### src/rtl/if_stage.sv
`default_nettype none
// ============================================================================
// Module      : if_stage
// Description : Instruction-fetch stage that issues sequential word fetches,
//               buffers in-order responses in a skid FIFO and feeds id_stage.
// Revision    : 1.0 - initial release
// ============================================================================
module if_stage #(
    parameter logic [31:0] RESET_PC   = 32'h0000_0000,
    parameter int          FIFO_DEPTH = 2
) (
    input  logic        clk,
    input  logic        reset,
    input  logic        stall,
    input  logic        redirect_valid,
    input  logic [31:0] redirect_pc,
    output logic        imem_req_valid,
    output logic [31:0] imem_req_addr,
    input  logic        imem_req_ready,
    input  logic        imem_resp_valid,
    input  logic [31:0] imem_resp_data,
    output logic [31:0] if_id_pc,
    output logic [31:0] if_id_instruction,
    output logic        if_id_valid
);

    localparam int CNT_W = $clog2(FIFO_DEPTH + 1);
    localparam int PTR_W = (FIFO_DEPTH > 1) ? $clog2(FIFO_DEPTH) : 1;

    logic [31:0]      fetch_pc;
    logic [31:0]      resp_pc;
    logic [CNT_W-1:0] outstanding;
    logic [CNT_W-1:0] drop_cnt;
    logic [CNT_W-1:0] fifo_count;
    logic [PTR_W-1:0] rd_ptr;
    logic [PTR_W-1:0] wr_ptr;
    logic [31:0]      fifo_pc  [FIFO_DEPTH];
    logic [31:0]      fifo_ins [FIFO_DEPTH];
    logic [31:0]      hold_pc;
    logic [31:0]      hold_ins;

    logic [CNT_W:0]   in_use;
    logic [31:0]      target_pc;
    logic             credit_ok;
    logic             req_fire;
    logic             drop;
    logic             push;
    logic             pop;
    logic             head_valid;

    function automatic logic [PTR_W-1:0] ptr_inc(input logic [PTR_W-1:0] p);
        return (p == PTR_W'(FIFO_DEPTH - 1)) ? '0 : p + PTR_W'(1);
    endfunction

    always_comb begin
        in_use     = {1'b0, outstanding} + {1'b0, fifo_count};
        credit_ok  = in_use < (CNT_W + 1)'(FIFO_DEPTH);
        target_pc  = redirect_pc & 32'hFFFF_FFFC;
        head_valid = (fifo_count != '0);
        // Gated by reset so no request escapes while memory is also in reset
        imem_req_valid = reset && !redirect_valid && credit_ok;
        imem_req_addr  = fetch_pc;
        req_fire   = imem_req_valid && imem_req_ready;
        drop       = imem_resp_valid && (drop_cnt != '0);
        push       = imem_resp_valid && !drop && !redirect_valid;
        pop        = head_valid && !stall && !redirect_valid;
        if_id_valid       = head_valid;
        if_id_pc          = head_valid ? fifo_pc[rd_ptr]  : hold_pc;
        if_id_instruction = head_valid ? fifo_ins[rd_ptr] : hold_ins;
    end

    always_ff @(posedge clk) begin
        if (reset && push) begin
            fifo_pc[wr_ptr]  <= resp_pc;
            fifo_ins[wr_ptr] <= imem_resp_data;
        end
    end

    always_ff @(posedge clk) begin
        if (!reset) begin
            fetch_pc    <= RESET_PC;
            resp_pc     <= RESET_PC;
            outstanding <= '0;
            drop_cnt    <= '0;
            fifo_count  <= '0;
            rd_ptr      <= '0;
            wr_ptr      <= '0;
            hold_pc     <= '0;
            hold_ins    <= '0;
        end else begin
            if (head_valid) begin
                hold_pc  <= fifo_pc[rd_ptr];
                hold_ins <= fifo_ins[rd_ptr];
            end
            if (redirect_valid) begin
                // Everything still in flight belongs to the old path
                fetch_pc    <= target_pc;
                resp_pc     <= target_pc;
                outstanding <= outstanding - CNT_W'(imem_resp_valid);
                drop_cnt    <= outstanding - CNT_W'(imem_resp_valid);
                fifo_count  <= '0;
                rd_ptr      <= '0;
                wr_ptr      <= '0;
            end else begin
                outstanding <= outstanding + CNT_W'(req_fire) - CNT_W'(imem_resp_valid);
                if (req_fire) begin
                    fetch_pc <= fetch_pc + 32'd4;
                end
                if (drop) begin
                    drop_cnt <= drop_cnt - CNT_W'(1);
                end
                if (push) begin
                    wr_ptr  <= ptr_inc(wr_ptr);
                    resp_pc <= resp_pc + 32'd4;
                end
                if (pop) begin
                    rd_ptr <= ptr_inc(rd_ptr);
                end
                fifo_count <= fifo_count + CNT_W'(push) - CNT_W'(pop);
            end
        end
    end

endmodule
`default_nettype wire
### config.mk
export PLATFORM = sky130hd
export DESIGN_NAME = if_stage
export DESIGN_NICKNAME = d
export VERILOG_FILES = /design/src/rtl/if_stage.sv
export SDC_FILE = /design/constraint.sdc
export NUM_CORES = 1
export LEC_CHECK = 0
export ABC_AREA = 1
export BUFFER_PORTS_ARGS = -buffer_cell sky130_fd_sc_hd__buf_2
export CORE_MARGIN = 4
export CORE_UTILIZATION = 49
export CTS_BUF_LIST = sky130_fd_sc_hd__clkbuf_16
export CTS_CLUSTER_SIZE = 8
export DETAILED_ROUTE_END_ITERATION = 12
export PLACE_DENSITY = 0.74
export SYNTH_ARGS = -nofsm -noshare
export SYNTH_HDL_FRONTEND = slang
export SYNTH_SLANG_ARGS = --single-unit
export TNS_END_PERCENT = 30
### constraint.sdc
create_clock -name clk -period 5.8 [get_ports clk]
set_input_delay 0.29 -clock clk [delete_from_list [all_inputs] [get_ports clk]]
set_output_delay 0.29 -clock clk [all_outputs]
set_load 0.02 [all_outputs]
==> results.sh, run 1 <==
export IMPL_avgSynthCellArea_um2=8.72
export IMPL_p_leak_nw=5.88
export IMPL_htree_levels=2
export IMPL_ctsHoldBuffers=32
export IMPL_syn_area_mm2=0.0114
export IMPL_grt_pass1_vias=9667
export IMPL_cp_startpoint="fifo_count[1]"
export IMPL_path_cells="nor2_4, buf_4, inv_2, buf_4, nor2_1, a21oi_2, buf_2"
export IMPL_synth_edf_count=124
export IMPL_drt_total_wl_um=30100
export IMPL_grt_pass1_wl_um=48600
export IMPL_cts_sinks=257
export IMPL_synth_async_reset_ratio=0
export IMPL_ant_nets=0
export IMPL_numCtsBuffers=38
export IMPL_coreArea_mm2=0.0228
export IMPL_r2r_setup_slack_ns=3.05
export IMPL_cts_buffer_depth=3
export IMPL_die_area_mm2=0.0258
export IMPL_critPathBufInv=4
export IMPL_relSlewSlack=0.403
export IMPL_antenna_found_initial=0
export IMPL_power_density_mw_per_mm2=326
export IMPL_root_buffer="clkbuf_16"
export IMPL_nNetsFinal=1573
export IMPL_rows=55
export IMPL_vias=9808
export IMPL_n_antenna_cell=0
export IMPL_critical_path_max_fanout=64
export IMPL_grtUsageTotal=0.229
export IMPL_dp_hpwl_um=18400
export IMPL_crit_reg2reg_launch="drop_cnt[0]"
export IMPL_portBuffers=163
export IMPL_dieWidth_um=161
export IMPL_grt_max_degree=74
export IMPL_ff2ff_path_depth=11
export IMPL_drive_gt1_frac=0.180
export IMPL_finalNonFillerCells=1833
export IMPL_cts_tree="yes"
export IMPL_grt_overflow=0
export IMPL_dr_pass1_iters=5
export IMPL_wl_per_cell_um=16.4
export IMPL_worst_pin_slew_ns=0.895
export IMPL_ir_drop_uv=183
export IMPL_die_h_um=161
export IMPL_n_fill_cell=1930
export IMPL_cp_start_kind="flop"
export IMPL_drc=0
export IMPL_layout_area_overhead_vs_synth_pct=21.2
export IMPL_finClkSkew_ns=0.0151
export IMPL_syn_instance_count=1310
export IMPL_worst_endpoint_required_ns=5.51
export IMPL_post_cts_setup_buffers=0
export IMPL_period_needed_ns=3.17
export IMPL_hold_violations=0
export IMPL_worstSetupPathDepth=7
export IMPL_clkLatencyLatePin_ns=0.51
export IMPL_yosysUniqueCellTypes=41
export IMPL_r2r_end="fifo_count[1]"
export IMPL_synth_seq_area_share=0.559
export IMPL_via_per_inst=5.35
export IMPL_arrival_ns=2.88
export IMPL_setup_violations_final=0
export IMPL_totalNegativeSetupSlack_ns=0
export IMPL_start_util=0.501
export IMPL_rsz0062_at_grt="no"
export IMPL_synthFlopType="dfxtp_1"
export IMPL_timing_max_cap_violations=0
export IMPL_place_gp_congestion=0.924
export IMPL_critPathKind="flop to output pin"
export IMPL_status="completed"
export IMPL_min_path_cells=3
export IMPL_maxSlewViolCount=0
export IMPL_cp_end_kind="output pin"
export IMPL_clk_pin_slew_ns=0.06
export IMPL_dpl_cell_count=1735
export IMPL_ioPinCount=168
export IMPL_critPathTopFamily="buffers and inverters"
export IMPL_cp_common_cell="buf_4"
export IMPL_critPathMaxStageDelay_ns=0.59
export IMPL_endpoint="if_id_pc[18]"
export IMPL_crit_slowest_cell="buf_4"
export IMPL_hold_path_class="input port to flop"
export IMPL_period_share=0.547
export IMPL_max_freq_mhz=315
export IMPL_cts_resized=0
export IMPL_synth_seq_cells=257
export IMPL_yosys_warnings=0
export IMPL_final_common_cell="nand2_1"
export IMPL_dr_first_iter_drc_count=912
export IMPL_final_cell_mix="nand2_1 (287), a21oi_1 (164), buf_2 (163)"
-- layer usage --
metal | track usage | share of wire
met1 | 0.304 | 0.42
met2 | 0.384 | 0.47
met3 | 0.0390 | 0.078
met4 | 0.0763 | 0.024
met5 | 0 | 0
-- registers in the layout, summed over array words and instances (netlist names), named ones only --
name / count
hold_pc: 32
rd_ptr: 1
drop_cnt: 2
wr_ptr: 1
imem_req_addr: 30
fifo_ins: 64
outstanding: 2
fifo_pc: 60
hold_ins: 32
fifo_count: 2
resp_pc: 30
-- layout make-up --
type                            count  area, µm²  area share
Clock buffer                       39        976      0.0705
Clock inverter                     27        131     0.00949
Inverter                          100        375      0.0271
Multi-Input combinational cell    893       4380       0.316
Sequential cell                   257       6390       0.461
Tap cell                          313        392      0.0283
Timing Repair Buffer              204       1200      0.0869
-- cells by family (layout without fill, tap and decap cells) --
| family | count (synthesis) | in the layout | share of synthesized area |
|---|---|---|---|
| AO/OA/AOI/OAI | 267 | 267 | 0.130 |
| XOR/XNOR | 4 | 4 | 0.00307 |
| adder cells (fa/ha/maj) | 9 | 9 | 0.0105 |
| buffers and inverters | 161 | 370 | 0.0584 |
| flip-flops | 257 | 257 | 0.559 |
| other | 1 | 2 | 0.000328 |
| AND/OR/NAND/NOR | 611 | 611 | 0.238 |
-- worst min-delay path by stage --
stage | startpoint | slack, ns | end
final | redirect_pc[24] | 0.09 | imem_req_addr[24]
after global routing | redirect_pc[24] | 0.1 | imem_req_addr[24]
after CTS | redirect_pc[23] | 0.07 | imem_req_addr[23]
after detailed placement | hold_pc[0] | 0.44 | hold_pc[0]
after global placement | hold_pc[1] | 0.44 | hold_pc[1]
after floorplan | imem_resp_data[0] | 0.39 | fifo_ins[0][0]
-- power breakdown --
part           internal [mW]  switching, mW  leakage, nW
registers               1.98         0.0642         2.22
logic                  0.168          0.323         3.03
clock network           1.21          0.774        0.626
total                   3.36           1.16         5.88
-- cell usage after synthesis (8+ instances only) --
cell	n	area share
ha_1	8	0.0088
a21oi_1	164	0.072
nor2_1	138	0.045
edfxtp_1	124	0.33
nor2_4	8	0.0079
o21ai_0	49	0.021
buf_4	9	0.0059
clkbuf_1	23	0.0076
a21oi_2	25	0.019
nor3_1	10	0.0044
dfxtp_1	133	0.23
buf_2	23	0.010
nand3_1	82	0.036
and2_1	65	0.036
inv_1	93	0.031
o211ai_1	9	0.0059
nand2_1	287	0.094
-- through the flow --
step | worst slack (ns) | cell area (µm²) | hold WS (ns) | total power [mW] | util
finish | 2.63 | 13800 | 0.0910 | 4.52 | 0.608
global route | 2.44 | 13800 | 0.0983 | 4.70 | 0.608
CTS | 2.61 | 13800 | 0.0745 | 4.55 | 0.608
detailed placement | 2.85 | 12400 | 0.439 | 2.55 | 0.545
global placement | 2.88 | 12400 | 0.435 | 2.53 | 0.545
floorplan | 0.339 | 11400 | 0.389 | 2.38 | -
-- worst reg2reg max path, stage by stage (launching register included) --
cell and delay [ns]:
dfxtp_1 0.30, inv_1 0.07, ha_1 0.17, nand2_2 0.14, nor2_1 0.70, inv_1 0.20, ha_1 0.34, inv_1 0.04
ha_1 0.18, xnor2_1 0.13, or2_2 0.28, a21oi_1 0.13
Power figures use the tool's default switching activity.
==> inputs of run 2 (changes only) <==
PLACE_DENSITY = 0.71   (was 0.74)
clock period = 3.04 ns   (was 5.8 ns; I/O delays follow)
==> run 2 against run 1 <==
Compared with the run above:
- register-to-register slack lost 2.5 ns
- clock skew shrank 0.0013 ns
- total power up 90%
- sequential cell count stayed put
- combinational power increased by 97%
- largest power group unchanged
- wire length shrank 3.5%
- sequential power up 91%
- global-route usage fell by 1.3 points
==> results.sh, run 2 (synthesized netlist as in run 1, its figures left out) <==
export IMPL_cts_buffer_depth=3
export IMPL_layout_area_overhead_vs_synth_pct=24.3
export IMPL_whs_endpoint="resp_pc[9]"
export IMPL_top_regs="fifo_ins x64, fifo_pc x60"
export IMPL_final_common_cell="nand2_1"
export IMPL_dpl_instance_area_mm2=0.0125
export IMPL_p_leak_nw=6.03
export IMPL_ant_nets=0
export IMPL_relSlewSlack=0.322
export IMPL_htree_levels=2
export IMPL_grt_pass1_wl_um=46100
export IMPL_coreArea_mm2=0.0228
export IMPL_critPathBufInv=2
export IMPL_grt_util_met1=0.292
export IMPL_rsz0062_at_grt="no"
export IMPL_portBuffers=163
export IMPL_crit_slowest_cell="fa_1"
export IMPL_met3_usage=0.0426
export IMPL_critPathKind="flop to flop"
export IMPL_clk_pin_slew_ns=0.05
export IMPL_worst_pin_slew_ns=1.02
export IMPL_vias=9734
export IMPL_r2r_end="outstanding[1]"
export IMPL_drc=0
export IMPL_cts_tree="yes"
export IMPL_hold_violations=0
export IMPL_period_needed_ns=2.49
export IMPL_arrival_ns=2.86
export IMPL_r2r_setup_slack_ns=0.55
export IMPL_nNetsFinal=1604
export IMPL_min_from="redirect_pc[9]"
export IMPL_rows=55
export IMPL_cp_end_kind="flop"
export IMPL_final_cell_mix="nand2_1 (287), a21oi_1 (164), buf_2 (163)"
export IMPL_numCtsBuffers=38
export IMPL_grt_overflow=0
export IMPL_final_util=0.623
export IMPL_ff2ff_path_depth=12
export IMPL_drt_total_wl_um=29000
export IMPL_period_share=0.818
export IMPL_dr_first_iter_drc_count=607
export IMPL_status="completed"
export IMPL_path_cells="nand2_1, inv_1, fa_1, nor2_1, nand3_4, ha_1, inv_1, ha_1, xor2_1, or2_2, nand3_1, a21oi_1"
export IMPL_power_density_mw_per_mm2=605
export IMPL_cp_start_kind="flop"
export IMPL_dieWidth_um=161
export IMPL_place_gp_congestion=0.889
export IMPL_antenna_found_initial=0
export IMPL_min_path_cells=3
export IMPL_worst_endpoint_required_ns=3.41
export IMPL_n_fill_cell=1906
export IMPL_max_freq_mhz=402
export IMPL_ctsHoldBuffers=59
export IMPL_timing_max_cap_violations=0
export IMPL_cts_sinks=257
export IMPL_grtUsageTotal=0.217
export IMPL_grt_max_degree=101
export IMPL_setup_violations_final=0
export IMPL_finClkSkew_ns=0.0138
export IMPL_wl_per_cell_um=15.6
export IMPL_ioPinCount=168
export IMPL_start_util=0.501
export IMPL_die_area_mm2=0.0258
export IMPL_ir_drop_uv=370
export IMPL_design_area_mm2=0.0142
export IMPL_grt_use_met2=0.361
export IMPL_die_h_um=161
export IMPL_dp_hpwl_um=18100
export IMPL_largest_reg_flops=64
export IMPL_cts_resized=0
export IMPL_maxSlewViolCount=0
export IMPL_dr_pass1_iters=5
export IMPL_top_register="fifo_ins"
export IMPL_grt_pass1_vias=9246
export IMPL_crit_reg2reg_launch="fifo_count[0]"
export IMPL_root_buffer="clkbuf_16"
export IMPL_critPathMaxStageDelay_ns=0.43
export IMPL_critical_path_max_fanout=6
export IMPL_hold_path_class="input port to flop"
export IMPL_post_cts_setup_buffers=0
export IMPL_drive_gt1_frac=0.178
export IMPL_n_antenna_cell=0
export IMPL_via_per_inst=5.22
export IMPL_clkLatencyLatePin_ns=0.50
export IMPL_critPathTopFamily="adder cells"
export IMPL_gr_max_usage_layer="met2"
-- run 2: changes by cell type in the layout (fill, tap and decap cells not counted), sizes merged --
| cell | delta |
|---|---|
| buf | +4 |
| clkinv | -3 |
| clkinvlp | +1 |
| dlygate4sd3 | +27 |
| inv | +1 |
-- run 2: per-layer routing --
metal	wire length, µm	vias up
li1	-	4774
met1	12600	4556
met2	13700	355
met3	2280	49
met4	455	0
met5	0	-
-- run 2: layout make-up --
class / count / area (µm²) / share of cell area
sequential: 257 / 6390 / 0.450
multi-input combinational: 893 / 4390 / 0.309
timing repair buffer: 235 / 1570 / 0.110
clock buffer: 39 / 976 / 0.0688
tap: 313 / 392 / 0.0276
inverter: 100 / 375 / 0.0264
clock inverter: 26 / 106 / 0.00749
-- run 2: stage by stage --
step / hold WS, ns / instances / TNS [ns] / setup slack [ns] / power, mW
detailed placement: 0.344 / 1739 / 0 / 0.551 / 4.87
floorplan: 0.251 / 1311 / -59.75 / -0.482 / 4.54
global placement: 0.341 / 1739 / 0 / 0.567 / 4.84
finish: 0.0351 / 1863 / 0 / 0.553 / 8.59
CTS: 0.00534 / 1863 / 0 / 0.536 / 8.65
global route: 0.0383 / 1863 / 0 / 0.401 / 8.92
-- run 2: power by group --
group | internal [mW] | switching [mW]
Clock | 2.28 | 1.43
Combinational | 0.353 | 0.612
Sequential | 3.79 | 0.120
Total | 6.42 | 2.16
-- run 2: worst min-delay path, delay by kind of cell --
kind | cells | cell delay, ns
AOI/OAI and AO/OA | 1 | 0.09
buffers and inverters | 1 | 0.10
and+or+nand+nor | 1 | 0.14
-- run 2: how the worst max path moves through the flow --
| stage | start | to | depth (start not counted) |
|---|---|---|---|
| after detailed placement | fifo_count[0] | outstanding[1] | 12 |
| after CTS | fifo_count[0] | outstanding[1] | 12 |
| after floorplan | drop_cnt[0] | fifo_ins[0][0] | 4 |
| after global placement | fifo_count[0] | outstanding[1] | 12 |
| final | fifo_count[0] | outstanding[1] | 12 |
| after global routing | fifo_count[0] | outstanding[1] | 12 |
